<file path="src/rtl/jpeg_pkg.sv">
// Shared JPEG marker constants, DHT writer state encoding and canonical code type.
// Also hosts the DHT segment header byte selector.
package jpeg_pkg;

    localparam logic [7:0]  M_PREFIX    = 8'hFF;
    localparam logic [7:0]  M_SOI       = 8'hD8;
    localparam logic [7:0]  M_DHT       = 8'hC4;
    localparam logic [15:0] DHT_LH_BASE = 16'd19;

    typedef enum logic [2:0] {
        S_IDLE  = 3'd0,
        S_CHECK = 3'd1,
        S_HDR   = 3'd2,
        S_BITS  = 3'd3,
        S_VALS  = 3'd4,
        S_DONE  = 3'd5
    } dht_wr_state_t;

    typedef struct packed {
        logic [15:0] code;
        logic [4:0]  len;
    } huff_code_t;

    // Byte at position pos of the 5-byte segment header FF C4 Lh Tc/Th.
    function automatic logic [7:0] dht_hdr_byte(input logic [2:0] pos,
                                                input logic [15:0] lh,
                                                input logic [7:0] tcth);
        logic [7:0] b;
        case (pos)
            3'd0:    b = M_PREFIX;
            3'd1:    b = M_DHT;
            3'd2:    b = lh[15:8];
            3'd3:    b = lh[7:0];
            3'd4:    b = tcth;
            default: b = 8'h00;
        endcase
        return b;
    endfunction

endpackage

</file>
<file path="src/rtl/dht_canon_gen.sv">
// Canonical Huffman code walker: length pointer, remaining count and running code.
// The same adder serves the table check (code + cnt) and symbol coding (code + 1).
module dht_canon_gen
    import jpeg_pkg::*;
(
    input  logic             clk,
    input  logic             rst_n,
    input  logic [15:0][7:0] cnt,
    input  logic             init,
    input  logic             chk_en,
    input  logic             adv_en,
    input  logic             skip_en,
    output logic [15:0]      code_val,
    output logic [4:0]       code_len,
    output logic             skip,
    output logic             ovf,
    output logic             stall_after
);

    logic [16:0] code_r;
    logic [4:0]  len_r;
    logic [7:0]  rem_r;
    logic [7:0]  cnt_cur_s;
    logic [7:0]  cnt_next_s;
    logic [17:0] add_b_s;
    logic [17:0] sum_s;

    assign cnt_cur_s   = cnt[len_r[3:0] - 4'd1];
    assign cnt_next_s  = cnt[len_r[3:0]];
    assign add_b_s     = chk_en ? {10'd0, cnt_cur_s} : 18'd1;
    assign sum_s       = {1'b0, code_r} + add_b_s;
    assign ovf         = (cnt_cur_s != 8'd0) && (sum_s >= (18'd1 << len_r));
    assign skip        = (rem_r == 8'd0);
    assign stall_after = (rem_r == 8'd1) && (cnt_next_s == 8'd0);
    assign code_val    = code_r[15:0];
    assign code_len    = len_r;

    // Walk state: init, check step, symbol advance or empty-length skip.
    always_ff @(posedge clk or negedge rst_n) begin
        if (!rst_n) begin
            code_r <= 17'd0;
            len_r  <= 5'd0;
            rem_r  <= 8'd0;
        end else if (init) begin
            code_r <= 17'd0;
            len_r  <= 5'd1;
            rem_r  <= cnt[0];
        end else if (chk_en) begin
            code_r <= {sum_s[15:0], 1'b0};
            len_r  <= len_r + 5'd1;
        end else if (adv_en) begin
            if (rem_r == 8'd1) begin
                code_r <= {sum_s[15:0], 1'b0};
                len_r  <= len_r + 5'd1;
                rem_r  <= cnt_next_s;
            end else begin
                code_r <= sum_s[16:0];
                rem_r  <= rem_r - 8'd1;
            end
        end else if (skip_en) begin
            code_r <= {code_r[15:0], 1'b0};
            len_r  <= len_r + 5'd1;
            rem_r  <= cnt_next_s;
        end else begin
            code_r <= code_r;
        end
    end

endmodule

</file>
<file path="src/rtl/dht_segment_writer.sv">
// Validates a loaded Huffman table and streams its DHT marker segment,
// emitting each symbol's canonical code alongside the HUFFVAL bytes.
module dht_segment_writer
    import jpeg_pkg::*;
#(
    parameter int MAX_SYMS  = 256,
    parameter int SYM_IDX_W = 8
) (
    input  logic                 clk,
    input  logic                 rst_n,
    input  logic                 bits_we,
    input  logic [3:0]           bits_idx,
    input  logic [7:0]           bits_val,
    input  logic                 val_we,
    input  logic [SYM_IDX_W-1:0] val_idx,
    input  logic [7:0]           val_data,
    input  logic                 start,
    input  logic [3:0]           tc,
    input  logic [3:0]           th,
    output logic                 busy,
    output logic                 done,
    output logic                 err,
    output logic                 out_valid,
    input  logic                 out_ready,
    output logic [7:0]           out_data,
    output logic                 out_last,
    output logic                 code_we,
    output logic [7:0]           code_sym,
    output logic [15:0]          code_val,
    output logic [4:0]           code_len
);

    localparam logic [12:0] MAX_N = 13'(MAX_SYMS);

    dht_wr_state_t        state_r, state_nxt;
    logic [15:0][7:0]     cnt_r;
    logic [7:0]           huffval_r [MAX_SYMS];
    logic [7:0]           tcth_r, tcth_nxt;
    logic [3:0]           idx_r, idx_nxt;
    logic [11:0]          nsym_r, nsym_nxt;
    logic                 err_acc_r, err_acc_nxt;
    logic [SYM_IDX_W-1:0] vidx_r, vidx_nxt;
    logic                 busy_r, busy_nxt, done_r, done_nxt, err_r, err_nxt;
    logic                 out_valid_r, out_valid_nxt, out_last_r, out_last_nxt;
    logic [7:0]           out_data_r, out_data_nxt;
    logic                 code_we_r, code_we_nxt;
    logic [7:0]           code_sym_r, code_sym_nxt;
    huff_code_t           code_r, code_nxt;

    logic                 hs_s, chk_bad_s;
    logic [3:0]           idx_inc_s;
    logic [11:0]          nsym_sum_s, vpos_s;
    logic [15:0]          lh_s;
    logic [SYM_IDX_W-1:0] vidx_inc_s;
    logic                 cg_init_s, cg_chk_s, cg_adv_s, cg_skip_en_s;
    logic [15:0]          cg_code_s;
    logic [4:0]           cg_len_s;
    logic                 cg_skip_s, cg_ovf_s, cg_stall_s;

    assign hs_s       = out_valid_r && out_ready;
    assign idx_inc_s  = idx_r + 4'd1;
    assign nsym_sum_s = nsym_r + {4'd0, cnt_r[idx_r]};
    assign lh_s       = DHT_LH_BASE + {4'd0, nsym_r};
    assign vpos_s     = 12'(vidx_r) + 12'd1;
    assign vidx_inc_s = vidx_r + SYM_IDX_W'(1);
    assign chk_bad_s  = err_acc_r || cg_ovf_s || (nsym_sum_s == 12'd0)
                        || ({1'b0, nsym_sum_s} > MAX_N);

    dht_canon_gen u_canon (
        .clk         (clk),
        .rst_n       (rst_n),
        .cnt         (cnt_r),
        .init        (cg_init_s),
        .chk_en      (cg_chk_s),
        .adv_en      (cg_adv_s),
        .skip_en     (cg_skip_en_s),
        .code_val    (cg_code_s),
        .code_len    (cg_len_s),
        .skip        (cg_skip_s),
        .ovf         (cg_ovf_s),
        .stall_after (cg_stall_s)
    );

    // BITS counts: writable only while idle, cleared by reset.
    always_ff @(posedge clk or negedge rst_n) begin
        if (!rst_n) begin
            cnt_r <= '0;
        end else if ((state_r == S_IDLE) && bits_we) begin
            cnt_r[bits_idx] <= bits_val;
        end else begin
            cnt_r <= cnt_r;
        end
    end

    // HUFFVAL store keeps its contents across reset.
    always_ff @(posedge clk) begin
        if ((state_r == S_IDLE) && val_we) begin
            huffval_r[val_idx] <= val_data;
        end
    end

    // Next-state and next-output logic for the segment writer.
    always_comb begin
        state_nxt     = state_r;
        tcth_nxt      = tcth_r;
        idx_nxt       = idx_r;
        nsym_nxt      = nsym_r;
        err_acc_nxt   = err_acc_r;
        vidx_nxt      = vidx_r;
        busy_nxt      = busy_r;
        done_nxt      = 1'b0;
        err_nxt       = 1'b0;
        out_valid_nxt = out_valid_r;
        out_data_nxt  = out_data_r;
        out_last_nxt  = out_last_r;
        code_we_nxt   = 1'b0;
        code_sym_nxt  = code_sym_r;
        code_nxt      = code_r;
        cg_init_s     = 1'b0;
        cg_chk_s      = 1'b0;
        cg_adv_s      = 1'b0;
        cg_skip_en_s  = 1'b0;
        case (state_r)
            S_IDLE: begin
                if (start) begin
                    state_nxt   = S_CHECK;
                    busy_nxt    = 1'b1;
                    tcth_nxt    = {tc, th};
                    idx_nxt     = 4'd0;
                    nsym_nxt    = 12'd0;
                    err_acc_nxt = 1'b0;
                    cg_init_s   = 1'b1;
                end else begin
                    state_nxt = S_IDLE;
                end
            end
            S_CHECK: begin
                cg_chk_s    = 1'b1;
                nsym_nxt    = nsym_sum_s;
                err_acc_nxt = err_acc_r || cg_ovf_s;
                idx_nxt     = idx_inc_s;
                if (idx_r == 4'd15) begin
                    if (chk_bad_s) begin
                        state_nxt = S_IDLE;
                        err_nxt   = 1'b1;
                        busy_nxt  = 1'b0;
                    end else begin
                        state_nxt     = S_HDR;
                        idx_nxt       = 4'd0;
                        out_valid_nxt = 1'b1;
                        out_data_nxt  = M_PREFIX;
                        out_last_nxt  = 1'b0;
                    end
                end else begin
                    state_nxt = S_CHECK;
                end
            end
            S_HDR: begin
                if (hs_s) begin
                    if (idx_r == 4'd4) begin
                        state_nxt    = S_BITS;
                        idx_nxt      = 4'd0;
                        out_data_nxt = cnt_r[0];
                    end else begin
                        idx_nxt      = idx_inc_s;
                        out_data_nxt = dht_hdr_byte(idx_inc_s[2:0], lh_s, tcth_r);
                    end
                end else begin
                    state_nxt = S_HDR;
                end
            end
            S_BITS: begin
                if (hs_s) begin
                    if (idx_r == 4'd15) begin
                        // Present HUFFVAL[0] at once unless length 1 is empty.
                        state_nxt     = S_VALS;
                        vidx_nxt      = '0;
                        cg_init_s     = 1'b1;
                        out_valid_nxt = (cnt_r[0] != 8'd0);
                        out_data_nxt  = huffval_r[0];
                        out_last_nxt  = (nsym_r == 12'd1);
                    end else begin
                        idx_nxt      = idx_inc_s;
                        out_data_nxt = cnt_r[idx_inc_s];
                    end
                end else begin
                    state_nxt = S_BITS;
                end
            end
            S_VALS: begin
                if (out_valid_r) begin
                    if (out_ready) begin
                        cg_adv_s     = 1'b1;
                        code_we_nxt  = 1'b1;
                        code_sym_nxt = out_data_r;
                        code_nxt     = '{code: cg_code_s, len: cg_len_s};
                        if (out_last_r) begin
                            state_nxt     = S_DONE;
                            done_nxt      = 1'b1;
                            busy_nxt      = 1'b0;
                            out_valid_nxt = 1'b0;
                            out_last_nxt  = 1'b0;
                        end else if (cg_stall_s) begin
                            vidx_nxt      = vidx_inc_s;
                            out_valid_nxt = 1'b0;
                            out_last_nxt  = 1'b0;
                        end else begin
                            vidx_nxt     = vidx_inc_s;
                            out_data_nxt = huffval_r[vidx_inc_s];
                            out_last_nxt = ((vpos_s + 12'd1) == nsym_r);
                        end
                    end else begin
                        out_valid_nxt = 1'b1;
                    end
                end else if (cg_skip_s) begin
                    cg_skip_en_s = 1'b1;
                end else begin
                    out_valid_nxt = 1'b1;
                    out_data_nxt  = huffval_r[vidx_r];
                    out_last_nxt  = (vpos_s == nsym_r);
                end
            end
            S_DONE: begin
                state_nxt = S_IDLE;
            end
            default: begin
                state_nxt = S_IDLE;
                busy_nxt  = 1'b0;
            end
        endcase
    end

    // State and registered outputs.
    always_ff @(posedge clk or negedge rst_n) begin
        if (!rst_n) begin
            state_r     <= S_IDLE;
            tcth_r      <= 8'd0;
            idx_r       <= 4'd0;
            nsym_r      <= 12'd0;
            err_acc_r   <= 1'b0;
            vidx_r      <= '0;
            busy_r      <= 1'b0;
            done_r      <= 1'b0;
            err_r       <= 1'b0;
            out_valid_r <= 1'b0;
            out_data_r  <= 8'd0;
            out_last_r  <= 1'b0;
            code_we_r   <= 1'b0;
            code_sym_r  <= 8'd0;
            code_r      <= '0;
        end else begin
            state_r     <= state_nxt;
            tcth_r      <= tcth_nxt;
            idx_r       <= idx_nxt;
            nsym_r      <= nsym_nxt;
            err_acc_r   <= err_acc_nxt;
            vidx_r      <= vidx_nxt;
            busy_r      <= busy_nxt;
            done_r      <= done_nxt;
            err_r       <= err_nxt;
            out_valid_r <= out_valid_nxt;
            out_data_r  <= out_data_nxt;
            out_last_r  <= out_last_nxt;
            code_we_r   <= code_we_nxt;
            code_sym_r  <= code_sym_nxt;
            code_r      <= code_nxt;
        end
    end

    assign busy      = busy_r;
    assign done      = done_r;
    assign err       = err_r;
    assign out_valid = out_valid_r;
    assign out_data  = out_data_r;
    assign out_last  = out_last_r;
    assign code_we   = code_we_r;
    assign code_sym  = code_sym_r;
    assign code_val  = code_r.code;
    assign code_len  = code_r.len;

endmodule

</file>
<file path="config.mk">
export PLATFORM = sky130hd
export DESIGN_NAME = dht_segment_writer
export DESIGN_NICKNAME = d
export VERILOG_FILES = /design/src/rtl/jpeg_pkg.sv /design/src/rtl/dht_canon_gen.sv /design/src/rtl/dht_segment_writer.sv
export SDC_FILE = /design/constraint.sdc
export NUM_CORES = 2
export LEC_CHECK = 0
export CORE_MARGIN = 8
export CORE_UTILIZATION = 50
export CTS_CLUSTER_DIAMETER = 80
export CTS_CLUSTER_SIZE = 20
export DETAILED_ROUTE_END_ITERATION = 7
export PLACE_DENSITY = 0.75
export REMOVE_ABC_BUFFERS = 1
export SYNTH_ARGS = -nofsm -noshare
export SYNTH_HDL_FRONTEND = slang
export SYNTH_SLANG_ARGS = --single-unit
</file>
<file path="constraint.sdc">
create_clock -name clk -period 6.8 [get_ports clk]
set_input_delay 1.7 -clock clk [delete_from_list [all_inputs] [get_ports clk]]
set_output_delay 1.7 -clock clk [all_outputs]
set_load 0.01 [all_outputs]
</file>
# Yosys cells after proc, flatten, opt, wreduce, memory -nomap -nowiden
# Memories as Yosys holds them, arrays and structs flattened.
# Index checks and enable logic that the tools add are counted.
[classes]
eq_ne = 35
bitwise = 1
n_mux = 116
order_cmp = 8
multipliers = 0
div = 0
shifts = 1
add_sub_neg = 10
reduce_logical = 36
[ops]
columns = ["operator", "count"]
rows = [
  ["two-way mux 8 bit", 27],
  ["binary-select mux 8 bit (select 4 bit)", 4],
  ["bitwise mux 128 bit", 1],
  ["two-way mux 17 bit", 5],
  ["two-way mux 1 bit", 45],
  ["one-hot mux 8 bit (5 select lines)", 1],
  ["demux 8 bit (select 4 bit)", 1],
  ["one-hot mux 8 bit (4 select lines)", 1],
  ["two-way mux 4 bit", 7],
  ["!= test 2 bit (second input constant)", 13],
  ["< comparator 4 x 5 -> 1 bit (second input constant)", 5],
  ["two-way mux 5 bit", 5],
  ["two-way mux 3 bit", 8],
  ["one-hot mux 12 bit (2 select lines)", 1],
  ["adder 17 x 18 -> 18 bit", 1],
  ["greater-or-equal comparator 18 bit", 1],
  ["!= test 3 bit (second input constant)", 6],
  ["<< shifter 1 x 5 -> 18 bit (first input constant)", 1],
  ["logical NOT 8 bit", 2],
  ["one-hot mux 4 bit (4 select lines)", 1],
  ["one-hot mux 8 bit (2 select lines)", 1],
  ["nonzero test 8 bit", 2],
  ["one-hot mux 3 bit (5 select lines)", 1],
  ["AND reduction 5 bit", 3],
  ["other kinds (40)", 64],
]
[totals]
ramBits = 2048
output_inout_bits = 43
rom_bits = 0
ff_bits = 237
latchBits = 0
memories = 1
elab_cells = 243
[mem_list]
columns = ["name", "depth", "word_bits", "read_ports", "rd_clocked_by_memory_dff", "write_ports", "line_no", "text"]
rows = [
  ["huffval_r", 256, 8, 3, 0, 1, "dht_segment_writer.sv:37", "logic [7:0] huffval_r [MAX_SYMS];"],
]

# Logic depth before layout (Yosys ltp)
[depth]
depth_word = 13
mapped_depth = 31
ltp_nobuf = 27

# Modules after synthesis
# From an unflattened synthesis, not the netlist that was laid out.
[hier_totals]
cells_unflattened = 7015
hier_area_um2 = 113810.4
[modules_own_cells]
columns = ["module", "area_each_um2", "seq_area_each_um2", "cells_per_inst", "instances"]
rows = [
  ["dht_segment_writer", 108491.6, 66679.0, 6463, 1],
  ["dht_canon_gen", 5318.9, 750.7, 552, 1],
]

# Least setup slack after synthesis
# OpenSTA, ideal clock, no wires.
[synth_timing]
path_kind = "register to register"
start = "register u_canon.len_r[1], in the netlist u_canon.code_len[1]"
end = "register out_data_r[0], in the netlist out_data[0]"
setup_slack_ns = -0.083
stages_incl_launch_ff = 32
arrival_ns = 6.758
cell_sequence = "dfrtp_1 > buf_4 > buf_2 > inv_1 > ha_1 > clkbuf_1 > buf_2 > buf_2 > mux4_2 > nand2_1 > nand2_1 > o21ai_0 > nand2b_1 > inv_1 > ha_1 > a21o_1 > a21oi_1 > o21ai_0 > a21oi_1 > o21bai_1 > a41oi_1 > nor3_1 > xnor2_1 > ha_1 > nand4_1 > nor2_1 > a2111oi_0 > o211a_1 > o32a_1 > nand3_2 > a21oi_4 > mux2_4"
[synth_between]
elab_chain_cells = 12
[synth_rtl]
columns = ["element", "line_no", "text"]
rows = [
  ["start, declared", "dht_canon_gen.sv:21", "logic [4:0] len_r;"],
  ["start signal, assigned", "dht_canon_gen.sv:50", "len_r <= len_r + 5'd1;"],
  ["start signal, assigned", "dht_canon_gen.sv:54", "len_r <= len_r + 5'd1;"],
  ["start signal, assigned", "dht_canon_gen.sv:62", "len_r <= len_r + 5'd1;"],
  ["subtractor 4 x 1 -> 4 bit", "dht_canon_gen.sv:28", "assign cnt_cur_s = cnt[len_r[3:0] - 4'd1];"],
  ["binary-select mux 8 bit (select 4 bit)", "dht_canon_gen.sv:28", ""],
  ["two-way mux 8 bit (implied by the code)", "dht_canon_gen.sv:28", ""],
  ["two-way mux 8 bit", "dht_canon_gen.sv:30", "assign add_b_s = chk_en ? {10'd0, cnt_cur_s} : 18'd1;"],
  ["adder 17 x 18 -> 18 bit", "dht_canon_gen.sv:31", "assign sum_s = {1'b0, code_r} + add_b_s;"],
  ["greater-or-equal comparator 18 bit", "dht_canon_gen.sv:32", "assign ovf = (cnt_cur_s != 8'd0) && (sum_s >= (18'd1 << len_r));"],
  ["logical AND 1 bit", "dht_canon_gen.sv:32", ""],
  ["logical OR 1 bit (2 in a row)", "dht_segment_writer.sv:66", "assign chk_bad_s = err_acc_r || cg_ovf_s || (nsym_sum_s == 12'd0)"],
  ["logical OR 1 bit", "dht_segment_writer.sv:67", "|| ({1'b0, nsym_sum_s} > MAX_N);"],
  ["!= test 2 bit (no line)", "n/a", ""],
  ["AND reduction 9 bit (no line) *", "n/a", ""],
  ["end signal, assigned", "dht_segment_writer.sv:262", "out_data_r <= out_data_nxt;"],
  ["end, declared", "dht_segment_writer.sv:45", "logic [7:0] out_data_r, out_data_nxt;"],
]
# Mark *: on every way between the ends. The rest lies on a longest branch, timed or not. The select of a mux whose other input is x is not followed.
# A chain may end at the register's enable or synchronous reset.

# Final worst setup path
[layout_timing]
start = "register u_canon.len_r[0], in the netlist u_canon.code_len[0]"
end = "register out_last_r, in the netlist out_last"
[layout_between]
elab_chain_cells = 12
[layout_rtl]
columns = ["element", "line_no", "text"]
rows = [
  ["subtractor 4 x 1 -> 4 bit", "dht_canon_gen.sv:28", ""],
  ["binary-select mux 8 bit (select 4 bit)", "dht_canon_gen.sv:28", ""],
  ["two-way mux 8 bit (implied by the code)", "dht_canon_gen.sv:28", ""],
  ["two-way mux 8 bit", "dht_canon_gen.sv:30", ""],
  ["adder 17 x 18 -> 18 bit", "dht_canon_gen.sv:31", ""],
  ["greater-or-equal comparator 18 bit", "dht_canon_gen.sv:32", ""],
  ["logical AND 1 bit", "dht_canon_gen.sv:32", ""],
  ["logical OR 1 bit (2 in a row)", "dht_segment_writer.sv:66", ""],
  ["logical OR 1 bit", "dht_segment_writer.sv:67", ""],
  ["!= test 2 bit (no line)", "n/a", ""],
  ["AND reduction 7 bit (no line)", "n/a", ""],
  ["end signal, assigned", "dht_segment_writer.sv:263", "out_last_r <= out_last_nxt;"],
  ["end, declared", "dht_segment_writer.sv:44", "logic out_valid_r, out_valid_nxt, out_last_r, out_last_nxt;"],
]
# Parallel ways exist; a longest one is shown, timed or not. The select of a mux whose other input is x is not followed.

==> flow_metrics.env <==
export IMPL_endpoint_kind="register"
export IMPL_dr_pass1_iters=8
export IMPL_hold_viol_final=0
export IMPL_groute_usage_overall=0.287
export IMPL_antenna_found_initial=13
export IMPL_avgSynthCellArea_um2=17.1
export IMPL_nFillCells=17212
export IMPL_ant_nets=0
export IMPL_yosysWarnings=0
export IMPL_viasPerCell=7.44
export IMPL_cts_resized_gates=0
export IMPL_p_leak_uw=0.0378
export IMPL_die_x_um=491
export IMPL_cts_setup_buffers=0
export IMPL_final_area_um2=122000
export IMPL_min_period_over_period=0.938
export IMPL_numCtsBuffers=141
export IMPL_slew_headroom=-0.00419
export IMPL_syn_instance_count=6597
export IMPL_drive_above_1_share=0.279
export IMPL_place_area_um2=117000
export IMPL_startpoint="u_canon.code_len[0]$_DFFE_PN0P_"
export IMPL_async_flop_share=0.104
export IMPL_vias=71526
export IMPL_cp_start_kind="register"
export IMPL_cts_hold_buffers=0
export IMPL_power_density_nw_per_um2=262
export IMPL_synth_main_ff_cell="edfxtp_1"
export IMPL_path_max_fanout=15
export IMPL_hold_class="register to register"
export IMPL_final_cell_mix="2048 x edfxtp_1, 1213 x mux4_2, 645 x nand2_1"
export IMPL_ys_ff_latch=2285
export IMPL_num_nets_final=6641
export IMPL_htreeDepth=4
export IMPL_final_util=0.541
export IMPL_hold_start="code_val[6]$_DFFE_PN0P_"
export IMPL_grt_pass1_vias=69424
export IMPL_initial_core_util=0.503
export IMPL_ir_worst_vdd_mv=0.252
export IMPL_grt_pass1_wl_um=510000
export IMPL_numPortBuffers=84
export IMPL_num_rows=174
export IMPL_clockBufferDepth=3
export IMPL_period_minus_slack_ns=6.38
export IMPL_core_area_um2=225000
export IMPL_insertion_delay_ns=0.85
export IMPL_rsz0062_at_grt="no"
export IMPL_dp_hpwl_um=232000
export IMPL_clock_skew_ns=0.0466
export IMPL_layout_commonest_cell="edfxtp_1"
export IMPL_pin_count=85
export IMPL_routabilityCongestion=0.963
export IMPL_cts_sinks=2285
export IMPL_violations="capacitance limit, slew limit"
export IMPL_wl_um=357000
export IMPL_path_class="register to register"
export IMPL_drt_iter0_drc=12048
export IMPL_status="finished with violations"
export IMPL_finalSetupViolCount=0
export IMPL_die_area_um2=241000
export IMPL_reg2reg_from="u_canon.code_len[0]$_DFFE_PN0P_"
export IMPL_required_ns=7.53
export IMPL_post_route_drc_count=0
export IMPL_syn_to_final_growth_pct=7.60
export IMPL_synthesis_area_um2=113000
export IMPL_grt_max_degree=169
export IMPL_arrival_ns=7.11
export IMPL_synth_edff_count=2048
export IMPL_fmax_ghz=0.157
export IMPL_synth_distinct_cells=88
export IMPL_clkSlewWorstSetupHoldPaths_ns=0.09
export IMPL_grt_overflow_total=0
export IMPL_die_h_um=491
export IMPL_tightest_slew_ns=1.47
export IMPL_cts_tree="yes"
export IMPL_maxSlewViolCount=1
export IMPL_wl_per_cell_um=37.1
export IMPL_maxCapViolCount=1
export IMPL_synth_seq_area_share=0.597
export IMPL_root_buffer="clkbuf_16"
==> synthesized netlist by cell type, drive strengths merged (7+ instances only) <==
master	count	area (um^2)
o22ai	31	200
o221ai	15	131
mux4	1213	27300
dfrtp	237	5930
or3	11	68.8
nor3	43	220
nand3	200	1010
and2	29	181
mux2	147	1690
a22oi	85	638
nor2b	32	200
a211oi	30	225
inv	37	139
buf	267	1710
nand2	655	2460
a21o	12	90.1
o21a	14	105
mux2i	123	1230
xor2	28	268
nor2	370	1390
a22o	44	385
a21oi	87	447
a2111oi	16	146
a32oi	7	61.3
clkbuf	246	923
o21ai	115	576
nor4	25	175
nor3b	9	67.6
o2111ai	8	70.1
and3	42	263
a31oi	41	257
edfxtp	2048	61500
o211ai	18	135
ha	53	663
a221oi	49	429
nand4	45	282
a311oi	29	254
xnor2	34	305
nand2b	13	81.3
o31ai	11	82.6
==> per-layer routing <==
layer / GRT usage / vias up / routed length (um)
met5: 0 / - / 67
met3: 0.0931 / 1149 / 52300
met2: 0.426 / 6383 / 158000
met1: 0.374 / 36815 / 120000
li1: - / 27169 / -
met4: 0.167 / 10 / 26300
==> state kept, by name, summed over array words and instances, names as in the netlist <==
name / count
state_r: 3
done: 1
cnt_r: 128
out_last: 1
busy: 1
code_len: 5
out_data: 8
vidx_r: 8
err_acc_r: 1
code_val: 16
code_we: 1
huffval_r: 2048
tcth_r: 8
u_canon.code_r: 17
idx_r: 4
u_canon.code_len: 5
nsym_r: 12
out_valid: 1
err: 1
u_canon.rem_r: 8
code_sym: 8
==> cell type report <==
type                       count  area, um^2  area share
sequential                  2285       67500       0.555
multi-input combinational   3761       43000       0.354
tap                         2992        3740      0.0308
clock buffer                 163        3700      0.0304
timing repair buffer         317        3050      0.0251
clock inverter                33         453     0.00373
inverter                      38         143     0.00117
antenna                       26        65.1    0.000535
==> critical path, stage by stage, from the launching register on <==
cell and delay, ns:
dfrtp_4 0.44, clkinv_1 0.11, ha_2 0.54, buf_4 0.26
mux4_2 0.37, and2_1 0.19, a211oi_1 0.24, a211oi_1 0.16
ha_1 0.35, inv_1 0.06, o21ai_0 0.19, a21oi_1 0.13
o21bai_1 0.27, a41oi_1 0.16, buf_4 0.20, nor3_1 0.31
xnor2_1 0.16, ha_1 0.31, nand4_1 0.08, nor2_1 0.19
o311ai_0 0.18, o211a_1 0.23, o32a_1 0.39, and4_1 0.24
o21ai_1 0.15, mux2_2 0.34
==> power breakdown <==
| part | leakage [uW] | switching (uW) | total [uW] | internal, uW |
|---|---|---|---|---|
| Clock | 0.00201 | 4870 | 8910 | 4040 |
| Combinational | 0.0143 | 3630 | 6470 | 2830 |
| Sequential | 0.0215 | 806 | 16500 | 15700 |
| Total | 0.0378 | 9310 | 31900 | 22500 |
==> stage by stage <==
step           cells  TNS (ns)  hold WS, ns  total power [uW]  worst slack (ns)
6_report        9615         0        0.478             31900             0.421
5_1_grt         9590         0        0.493             32800            0.0570
3_5_place_dp    9393         0        0.465             23100             0.264
2_1_floorplan   6084   -685.84        0.440             20800            -43.04
4_1_cts         9589         0        0.486             31700             0.220
3_3_place_gp    9393         0        0.458             23000             0.347
==> path summary, 6_finish.rpt <==
path / to / slack, ns / cells after the start
worst max-delay path: out_last$_DFFE_PN0P_ / 0.42 / 25
worst min-delay path: code_val[6]$_DFFE_PN0P_ / 0.48 / 2
worst max register to register: out_last$_DFFE_PN0P_ / 0.42 / 25
worst min register to register: code_val[6]$_DFFE_PN0P_ / 0.48 / 2
max in group asynchronous: cnt_r[124]$_DFFE_PN0P_ / 4.41 / 2
min in group asynchronous: code_we$_DFF_PN0_ / 0.96 / 1
==> logic make-up after synthesis <==
family,Yosys count,share of synthesized area
AOI/OAI and AO/OA,664,0.0416
DFF,2285,0.597
xor gates and xnor gates,62,0.00507
adders and majority gates,55,0.00622
and+or+nand+nor,1497,0.0583
buffers and inverters,551,0.0245
muxes,1483,0.268
No activity file was read; power rests on OpenSTA's default activity.
